<file path="config.mk">
export PLATFORM = sky130hd
export DESIGN_NAME = ram_dp_param_flat
export DESIGN_NICKNAME = d
export VERILOG_FILES = /design/src/rtl/ram_dp_param_pkg.sv /design/src/rtl/ram_dp_param_if.sv /design/src/rtl/ram_dp_param_clear_seq.sv /design/src/rtl/ram_dp_param.sv /design/src/flat_wrapper.sv
export SDC_FILE = /design/constraint.sdc
export NUM_CORES = 1
export LEC_CHECK = 0
export ABC_AREA = 1
export ABC_CLOCK_PERIOD_IN_PS = 4200
export CORE_ASPECT_RATIO = 1.4
export CORE_MARGIN = 2
export CORE_UTILIZATION = 30
export DETAILED_ROUTE_END_ITERATION = 12
export SETUP_SLACK_MARGIN = 0.05
export SKIP_LAST_GASP = 1
export SYNTH_ARGS = -nofsm -noshare
export SYNTH_HDL_FRONTEND = slang
export SYNTH_SLANG_ARGS = --single-unit
</file>
<file path="constraint.sdc">
create_clock -name clk -period 4.2 [get_ports clk]
set_clock_uncertainty 0.15 [all_clocks]
set_input_delay 0.42 -clock clk [delete_from_list [all_inputs] [get_ports clk]]
set_output_delay 0.42 -clock clk [all_outputs]
set_load 0.01 [all_outputs]
</file>
<file path="src/rtl/ram_dp_param_pkg.sv">
// Shared definitions for the parametrised dual-port RAM: clear FSM states,
// read-during-write mode codes and register-bank offsets.
package ram_dp_param_pkg;

  typedef enum logic [0:0] {
    ST_IDLE  = 1'b0,
    ST_CLEAR = 1'b1
  } clr_state_e;

  localparam int RDW_READ_FIRST  = 0;
  localparam int RDW_WRITE_FIRST = 1;

  // Register bank lives in the top four words, counted down from DEPTH-1.
  localparam int REG_A_OFS = 0;
  localparam int REG_B_OFS = 1;
  localparam int REG_C_OFS = 2;
  localparam int REG_D_OFS = 3;

  function automatic int reg_index(input int depth, input int ofs);
    return depth - 1 - ofs;
  endfunction

endpackage

</file>
<file path="src/rtl/ram_dp_param_if.sv">
// Bus bundle for ram_dp_param: user write/read request side plus read result and busy.
interface ram_dp_param_if #(
  parameter int DATA_WIDTH = 16,
  parameter int ADDR_WIDTH = 6
) ();
  logic                  write;
  logic                  read;
  logic [ADDR_WIDTH-1:0] write_addr;
  logic [ADDR_WIDTH-1:0] read_addr;
  logic [DATA_WIDTH-1:0] data_in;
  logic [DATA_WIDTH-1:0] data_out;
  logic                  read_valid;
  logic                  busy;

  modport master (
    output write, read, write_addr, read_addr, data_in,
    input  data_out, read_valid, busy
  );

  modport slave (
    input  write, read, write_addr, read_addr, data_in,
    output data_out, read_valid, busy
  );
endinterface

</file>
<file path="src/rtl/ram_dp_param_clear_seq.sv">
// Post-reset clear sequencer: walks every address once, one word per cycle,
// and holds busy while doing so.
module ram_dp_param_clear_seq
  import ram_dp_param_pkg::*;
#(
  parameter int ADDR_WIDTH     = 6,
  parameter int CLEAR_ON_RESET = 1
) (
  input  logic                  clk,
  input  logic                  reset,
  output logic                  clr_we,
  output logic [ADDR_WIDTH-1:0] clr_addr,
  output logic                  busy
);

  clr_state_e            state_q, state_d;
  logic [ADDR_WIDTH-1:0] clr_addr_q, clr_addr_d;

  always_ff @(posedge clk) begin
    if (reset) begin
      state_q    <= (CLEAR_ON_RESET != 0) ? ST_CLEAR : ST_IDLE;
      clr_addr_q <= '0;
    end else begin
      state_q    <= state_d;
      clr_addr_q <= clr_addr_d;
    end
  end

  always_comb begin
    state_d    = state_q;
    clr_addr_d = clr_addr_q;
    clr_we     = 1'b0;
    case (state_q)
      ST_IDLE: begin
        clr_addr_d = '0;
      end
      ST_CLEAR: begin
        clr_we = 1'b1;
        // Stop on the last word rather than relying on the counter wrapping.
        if (clr_addr_q == {ADDR_WIDTH{1'b1}}) begin
          state_d    = ST_IDLE;
          clr_addr_d = '0;
        end else begin
          clr_addr_d = clr_addr_q + ADDR_WIDTH'(1);
        end
      end
      default: begin
        state_d    = ST_IDLE;
        clr_addr_d = '0;
      end
    endcase
  end

  assign clr_addr = clr_addr_q;
  assign busy     = (state_q == ST_CLEAR);

endmodule

</file>
<file path="src/rtl/ram_dp_param.sv">
// Simple-dual-port synchronous RAM with selectable read-during-write behaviour,
// optional output register, read_valid tag and hardware clear after reset.
module ram_dp_param
  import ram_dp_param_pkg::*;
#(
  parameter int DATA_WIDTH     = 16,
  parameter int ADDR_WIDTH     = 6,
  parameter int RDW_MODE       = 0,
  parameter int OUT_REG        = 0,
  parameter int CLEAR_ON_RESET = 1
) (
  input  logic          clk,
  input  logic          reset,
  ram_dp_param_if.slave bus
);

  localparam int DEPTH = 1 << ADDR_WIDTH;

  logic                  clr_we;
  logic [ADDR_WIDTH-1:0] clr_addr;
  logic                  busy;

  ram_dp_param_clear_seq #(
    .ADDR_WIDTH     (ADDR_WIDTH),
    .CLEAR_ON_RESET (CLEAR_ON_RESET)
  ) u_clear_seq (
    .clk      (clk),
    .reset    (reset),
    .clr_we   (clr_we),
    .clr_addr (clr_addr),
    .busy     (busy)
  );

  assign bus.busy = busy;

  logic [DATA_WIDTH-1:0] mem_q [DEPTH];

  logic                  user_we;
  logic                  rd_en;
  logic                  mem_we;
  logic [ADDR_WIDTH-1:0] mem_waddr;
  logic [DATA_WIDTH-1:0] mem_wdata;
  logic [DATA_WIDTH-1:0] rd_word;
  logic [DATA_WIDTH-1:0] rd_data_q, rd_data_d;
  logic                  rd_valid_q, rd_valid_d;

  always_comb begin
    user_we = bus.write && !busy && !reset;
    rd_en   = bus.read && !busy && !reset;
    if (clr_we) begin
      mem_we    = !reset;
      mem_waddr = clr_addr;
      mem_wdata = '0;
    end else begin
      mem_we    = user_we;
      mem_waddr = bus.write_addr;
      mem_wdata = bus.data_in;
    end
    // Write-first mode forwards the incoming word around the array.
    if ((RDW_MODE == RDW_WRITE_FIRST) && user_we && (bus.write_addr == bus.read_addr)) begin
      rd_word = bus.data_in;
    end else begin
      rd_word = mem_q[bus.read_addr];
    end
    rd_valid_d = rd_en;
    if (rd_en) begin
      rd_data_d = rd_word;
    end else begin
      rd_data_d = rd_data_q;
    end
  end

  always_ff @(posedge clk) begin
    if (mem_we) begin
      mem_q[mem_waddr] <= mem_wdata;
    end
  end

  always_ff @(posedge clk) begin
    if (reset) begin
      rd_data_q  <= '0;
      rd_valid_q <= 1'b0;
    end else begin
      rd_data_q  <= rd_data_d;
      rd_valid_q <= rd_valid_d;
    end
  end

  if (OUT_REG != 0) begin : g_out_reg
    logic [DATA_WIDTH-1:0] out_data_q, out_data_d;
    logic                  out_valid_q;

    always_comb begin
      if (rd_valid_q) begin
        out_data_d = rd_data_q;
      end else begin
        out_data_d = out_data_q;
      end
    end

    always_ff @(posedge clk) begin
      if (reset) begin
        out_data_q  <= '0;
        out_valid_q <= 1'b0;
      end else begin
        out_data_q  <= out_data_d;
        out_valid_q <= rd_valid_q;
      end
    end

    assign bus.data_out   = out_data_q;
    assign bus.read_valid = out_valid_q;
  end else begin : g_no_out_reg
    assign bus.data_out   = rd_data_q;
    assign bus.read_valid = rd_valid_q;
  end

endmodule

</file>
<file path="src/flat_wrapper.sv">
// flat-port wrapper written by rule: the top's interface ports become plain ports
module ram_dp_param_flat import ram_dp_param_pkg::*;
#(
  parameter int DATA_WIDTH     = 16,
  parameter int ADDR_WIDTH     = 6,
  parameter int RDW_MODE       = 0,
  parameter int OUT_REG        = 0,
  parameter int CLEAR_ON_RESET = 1
)
  (clk, reset, bus_write, bus_read, bus_write_addr, bus_read_addr, bus_data_in, bus_data_out, bus_read_valid, bus_busy);
  ram_dp_param_if #(.DATA_WIDTH(DATA_WIDTH), .ADDR_WIDTH(ADDR_WIDTH)) bus_i ();
  input  logic clk;
  input  logic reset;
  input wire logic [$bits(bus_i.write)-1:0] bus_write;
  input wire logic [$bits(bus_i.read)-1:0] bus_read;
  input wire logic [$bits(bus_i.write_addr)-1:0] bus_write_addr;
  input wire logic [$bits(bus_i.read_addr)-1:0] bus_read_addr;
  input wire logic [$bits(bus_i.data_in)-1:0] bus_data_in;
  output wire logic [$bits(bus_i.data_out)-1:0] bus_data_out;
  output wire logic [$bits(bus_i.read_valid)-1:0] bus_read_valid;
  output wire logic [$bits(bus_i.busy)-1:0] bus_busy;
  assign bus_i.write = bus_write;
  assign bus_i.read = bus_read;
  assign bus_i.write_addr = bus_write_addr;
  assign bus_i.read_addr = bus_read_addr;
  assign bus_i.data_in = bus_data_in;
  assign bus_data_out = bus_i.data_out;
  assign bus_read_valid = bus_i.read_valid;
  assign bus_busy = bus_i.busy;
  ram_dp_param #(.DATA_WIDTH(DATA_WIDTH), .ADDR_WIDTH(ADDR_WIDTH), .RDW_MODE(RDW_MODE), .OUT_REG(OUT_REG), .CLEAR_ON_RESET(CLEAR_ON_RESET)) u_core (.clk(clk), .reset(reset), .bus(bus_i));
endmodule
</file>
### Word-level counts from Yosys, hierarchy flattened

Memories as Yosys holds them, arrays and structs flattened. A register that Yosys moved wholly into a read port is not among the register bits.
Cells that the tools add are included.

* memory bits (writable): 1024
* bits in latches: 0
* bits in registers: 8
* bits in read-only memories: 0
* memories: 1

Memories
* u_core.mem_q: depth 64, width 16, rd ports 1, clocked after Yosys merged registers in 1, write ports 1, line ram_dp_param.sv:36 `logic [DATA_WIDTH-1:0] mem_q [DEPTH];`

* divide/modulo/power cells: 0
* mux-type cells: 10
* $add $sub $neg: 1
* shift-type cells: 0
* $mul: 0
* magnitude comparators: 0
* equal/unequal tests: 1
* bitwise logic cells: 1
* reduce and logical (&&, ||, !) cells: 6

Operator list (count)
* 2-to-1 mux 16 bit: 1
* 2-to-1 mux 6 bit: 2
* case mux 6 bit (2 select lines): 1
* adder 6 x 1 -> 6 bit, second input constant: 1
* equality test 6 bit, second input constant: 1
* 2-to-1 mux 1 bit: 6
* logical AND 1 bit: 4
* logical NOT 1 bit: 2
* NOT 1 bit: 1

### Depth between registers and ports, before layout

* depth in word-level cells: 6
* gate-level depth with buffers: 14
* mapped depth without buffers: 11

### By module

A second synthesis with hierarchy kept.

* cell total of the unflattened synthesis: 3585
* area, all modules: 42385.7 um^2

Modules (own cells, without submodules)
* ram_dp_param: seq. area each 31089.8 um^2, cells each 3547, area each 42065.3 um^2, instances 1
* ram_dp_param_clear_seq: seq. area each 140.1 um^2, cells each 38, area each 320.3 um^2, instances 1

### Worst setup path after synthesis

Ideal clock, no wire load.

* path type: reg-to-reg
* start: reg u_core.u_clear_seq.state_q (netlist: u_core.u_clear_seq.busy)
* end: mem u_core.mem_q[48][0] (enable)
* required time: 3620 ps
* arrival: 2738 ps
* buffers on the path: 1
* setup slack: 882 ps
* cell stages (with the launch flop): 8
* path through: dfxtp_1 > buf_4 > inv_1 > nor2_1 > inv_1 > nand2_2 > nand3_1 > nor4_1

* cells in the longest elaborated chain, start to end: 6

RTL lines
* start: declaration: line ram_dp_param_clear_seq.sv:16 `clr_state_e state_q, state_d;`
* start signal: assignment: line ram_dp_param_clear_seq.sv:21 `state_q <= (CLEAR_ON_RESET != 0) ? ST_CLEAR : ST_IDLE;`
* start signal: assignment: line ram_dp_param_clear_seq.sv:24 `state_q <= state_d;`
* logical NOT 1 bit: line ram_dp_param.sv:48 `user_we = bus.write && !busy && !reset;`
* logical AND 1 bit (2 in series): line ram_dp_param.sv:48
* 2-to-1 mux 1 bit: line ram_dp_param.sv:50 `if (clr_we) begin`
* 2-to-1 mux 1 bit: line ram_dp_param.sv:74 `if (mem_we) begin`
* 2-to-1 mux 1 bit (not written as such): line ram_dp_param.sv:75 `mem_q[mem_waddr] <= mem_wdata;`
* end: declaration: line ram_dp_param.sv:36

Several ways; a longest one is shown, not always the timed one.

### Worst setup path after layout

* start: reg u_core.u_clear_seq.state_q (netlist: u_core.u_clear_seq.busy)
* end: mem u_core.mem_q[38][14] (enable)

Same word-level chain as after synthesis.

==> flow_summary.json <==
{
  "status": "finished clean",
  "rsz0062_at_grt": "no",
  "drive_gt1_frac": 0.08175,
  "yosys_warnings": 0,
  "cp-start-kind": "register",
  "dp_slack_ps": 700.9,
  "synth_ff_type": "edfxtp_1",
  "area_delta_synth_final_pct": 13.92,
  "combPwrFrac": 0.070,
  "layout.nets": 3746,
  "cp-end-kind": "register",
  "h-tree-depth": 3,
  "wl_per_cell_um": 21.16,
  "seq_area_frac_synth": 0.7286,
  "die_w_um": 323.5,
  "grt_use_total": 0.1626,
  "clock.fmax_ghz": 0.2942,
  "root_buffer": "clkbuf_16",
  "drtIter0Drc": 3119,
  "p_clk_frac": 0.405,
  "cts-buffers-inserted": 94,
  "first_pass_iters": 5,
  "synth_area_sq_um": 42860,
  "post-route-period-util": 0.8094,
  "final_cell_area_sq_um": 48830,
  "routed_wl_mm": 120.7,
  "place_area_sq_um": 45660,
  "synth_cells": 3662,
  "seq_power_share": 0.526,
  "setup_viol": 0,
  "grt_overflow_total": 0,
  "p_int_mw": 17.02,
  "worst_pin_slew_ps": 1076,
  "setup_ws_ps": 800.6,
  "synth.distinct_cells": 24,
  "irDropWorstVdd_uv": 280.9,
  "p_switching_mw": 5.014,
  "die_h_um": 451.2,
  "final_util": 0.3434,
  "layout_min_cycle_time_ps": 3399,
  "hpwl_mm": 70.46,
  "cts_tree": "built",
  "p_leak_nw": 17.51,
  "antenna_found_initial": 2,
  "ys_ff_latch": 1048,
  "cp.arrival_ps": 3610,
  "cts_resized": 0,
  "grt_max_degree": 184,
  "power_mw": 22.03,
  "synth_edf_count": 1024,
  "grt_pass1_vias": 26730,
  "multi_input_area_sq_um": 10160,
  "cts.sinks": 1048,
  "viasPerCell": 4.899,
  "core_sq_um": 142200,
  "finalWeightedCongestion": 0.8976,
  "rows": 164,
  "path_class": "register to register",
  "io_buffers": 49,
  "finalHoldViolCount": 0,
  "post_cts_buffers": 0,
  "fin_setup_tns_ps": 0,
  "holdBufCountCts": 0,
  "clk_pin_slew_worst_paths_ps": 60,
  "drv_slew": 0,
  "clock_latency_ps": 680,
  "fill_cells": 13910,
  "grt_pass1_wl_mm": 176.2,
  "relSlewSlack": 0.2808,
  "final-seq-area_sq_um": 31230,
  "drc": 0,
  "synthesis.nets": 3695,
  "die_area_sq_um": 146000,
  "io_pins": 50,
  "required_ps": 4410,
  "postRouteAntennaNets": 0,
  "vias": 27940,
  "netSwitchingFraction": 0.2276,
  "hp-class": "register to register",
  "cp_max_fo": 19,
  "maxCapViolations": 0,
  "p_per_area_nw_per_um2": 451.3,
  "async_reset_ff_frac": 0,
  "start_util": 0.3014,
  "clk_path_buf_depth": 3,
  "syn_avg_cell_area_sq_um": 11.70
}
cells by family (layout without fill, tap and decap cells):
family | count (synthesis) | in the layout | synth area share
and+or+nand+nor | 2334 | 2334 | 0.2313
adders and majority gates | 1 | 1 | 0.0002919
DFF | 1048 | 1048 | 0.7286
other | 0 | 1 | 0
AOI/OAI and AO/OA | 11 | 11 | 0.001460
buffers and inverters | 268 | 398 | 0.03827
synth_stat cells, types with 2 or more instances:
master    number  share of area
o21ai_0        5        0.00058
buf_1         24         0.0021
nand4_1        2        0.00029
nand3_1      891           0.10
nor2_1        82         0.0072
nor4_1         6        0.00088
edfxtp_1    1024           0.72
nor3_1         4        0.00047
inv_2          4        0.00035
clkbuf_1      17         0.0015
nand2_1     1346           0.12
dfxtp_1       24          0.011
a21oi_1        2        0.00023
o21ai_2        2        0.00041
o21ai_1        2        0.00023
nand3_2        2        0.00047
buf_4         30         0.0053
clkinv_1       2        0.00018
buf_2        105          0.012
buf_6         51          0.013
inv_1         34         0.0030
cell usage in the layout, fill, tap and decap left out, types with 18 or more instances in the layout:
master / instances
dfxtp_1: 23
nor2_1: 66
edfxtp_1: 1024
clkbuf_1: 18
nand3_1: 891
buf_4: 117
clkinv_1: 22
clkbuf_16: 98
inv_1: 33
nand2_1: 1346
clkdlybuf4s50_1: 45
worst max-delay path, stage by stage (launching register included):
cell and delay [ps]:
dfxtp_2 440, buf_4 500, nand2_1 130, o21ai_2 230, nand4_1 940, nor2_1 360, buf_4 300
sequential cells by signal, indices dropped and copies added, names as in the netlist:
| signal | flops |
|---|---|
| u_core.bus.data_out | 16 |
| u_core.mem_q | 1024 |
| u_core.bus.read_valid | 1 |
| u_core.u_clear_seq.clr_addr | 6 |
| u_core.u_clear_seq.busy | 1 |
area by class of cell:
| type | instances | area share |
|---|---|---|
| flip-flops and latches | 1048 | 0.6396 |
| multi-input cells | 2346 | 0.2081 |
| clock buffers | 118 | 0.05217 |
| well taps | 1909 | 0.04892 |
| repair buffers | 182 | 0.03490 |
| clock inverters | 57 | 0.01258 |
| inverters | 41 | 0.003690 |
| diodes | 1 | 0.00005125 |
through the flow:
step                hold WS (ps)  instances
floorplan                  267.3       3662
global placement           279.4       5526
detailed placement         292.2       5526
CTS                        301.7       5701
global route               317.4       5702
finish                     295.2       5702
worst paths after layout:
path                                             startpoint                                         to  slack (ps)  cells after the start
setup / recovery         u_core.u_clear_seq.busy$_SDFF_PP1_             u_core.mem_q[38][14]$_DFFE_PP_         800                      6
hold / removal    u_core.u_clear_seq.clr_addr[0]$_SDFF_PP0_  u_core.u_clear_seq.clr_addr[0]$_SDFF_PP0_         300                      1
setup reg to reg         u_core.u_clear_seq.busy$_SDFF_PP1_             u_core.mem_q[38][14]$_DFFE_PP_         800                      6
hold reg to reg   u_core.u_clear_seq.clr_addr[0]$_SDFF_PP0_  u_core.u_clear_seq.clr_addr[0]$_SDFF_PP0_         300                      1
power groups by stage:
| stage | logic (mW) | registers [mW] | clock network (mW) |
|---|---|---|---|
| 2_1_floorplan | 0.900 | 11.8 | 0 |
| 4_1_cts | 1.54 | 11.6 | 9.03 |
| 3_5_place_dp | 1.53 | 11.8 | 0 |
| 5_1_grt | 1.65 | 11.6 | 9.40 |
| 6_report | 1.54 | 11.6 | 8.91 |
| 3_3_place_gp | 1.52 | 11.8 | 0 |
routing by layer:
| layer | global-route usage | up-vias | wire length [um] |
|---|---|---|---|
| met4 | 0.08445 | 0 | 6242 |
| li1 | - | 12910 | - |
| met5 | 0 | - | 0 |
| met3 | 0.02264 | 239 | 7907 |
| met2 | 0.2732 | 1084 | 59570 |
| met1 | 0.2028 | 13700 | 46960 |
Power figures use the tool's default switching activity.
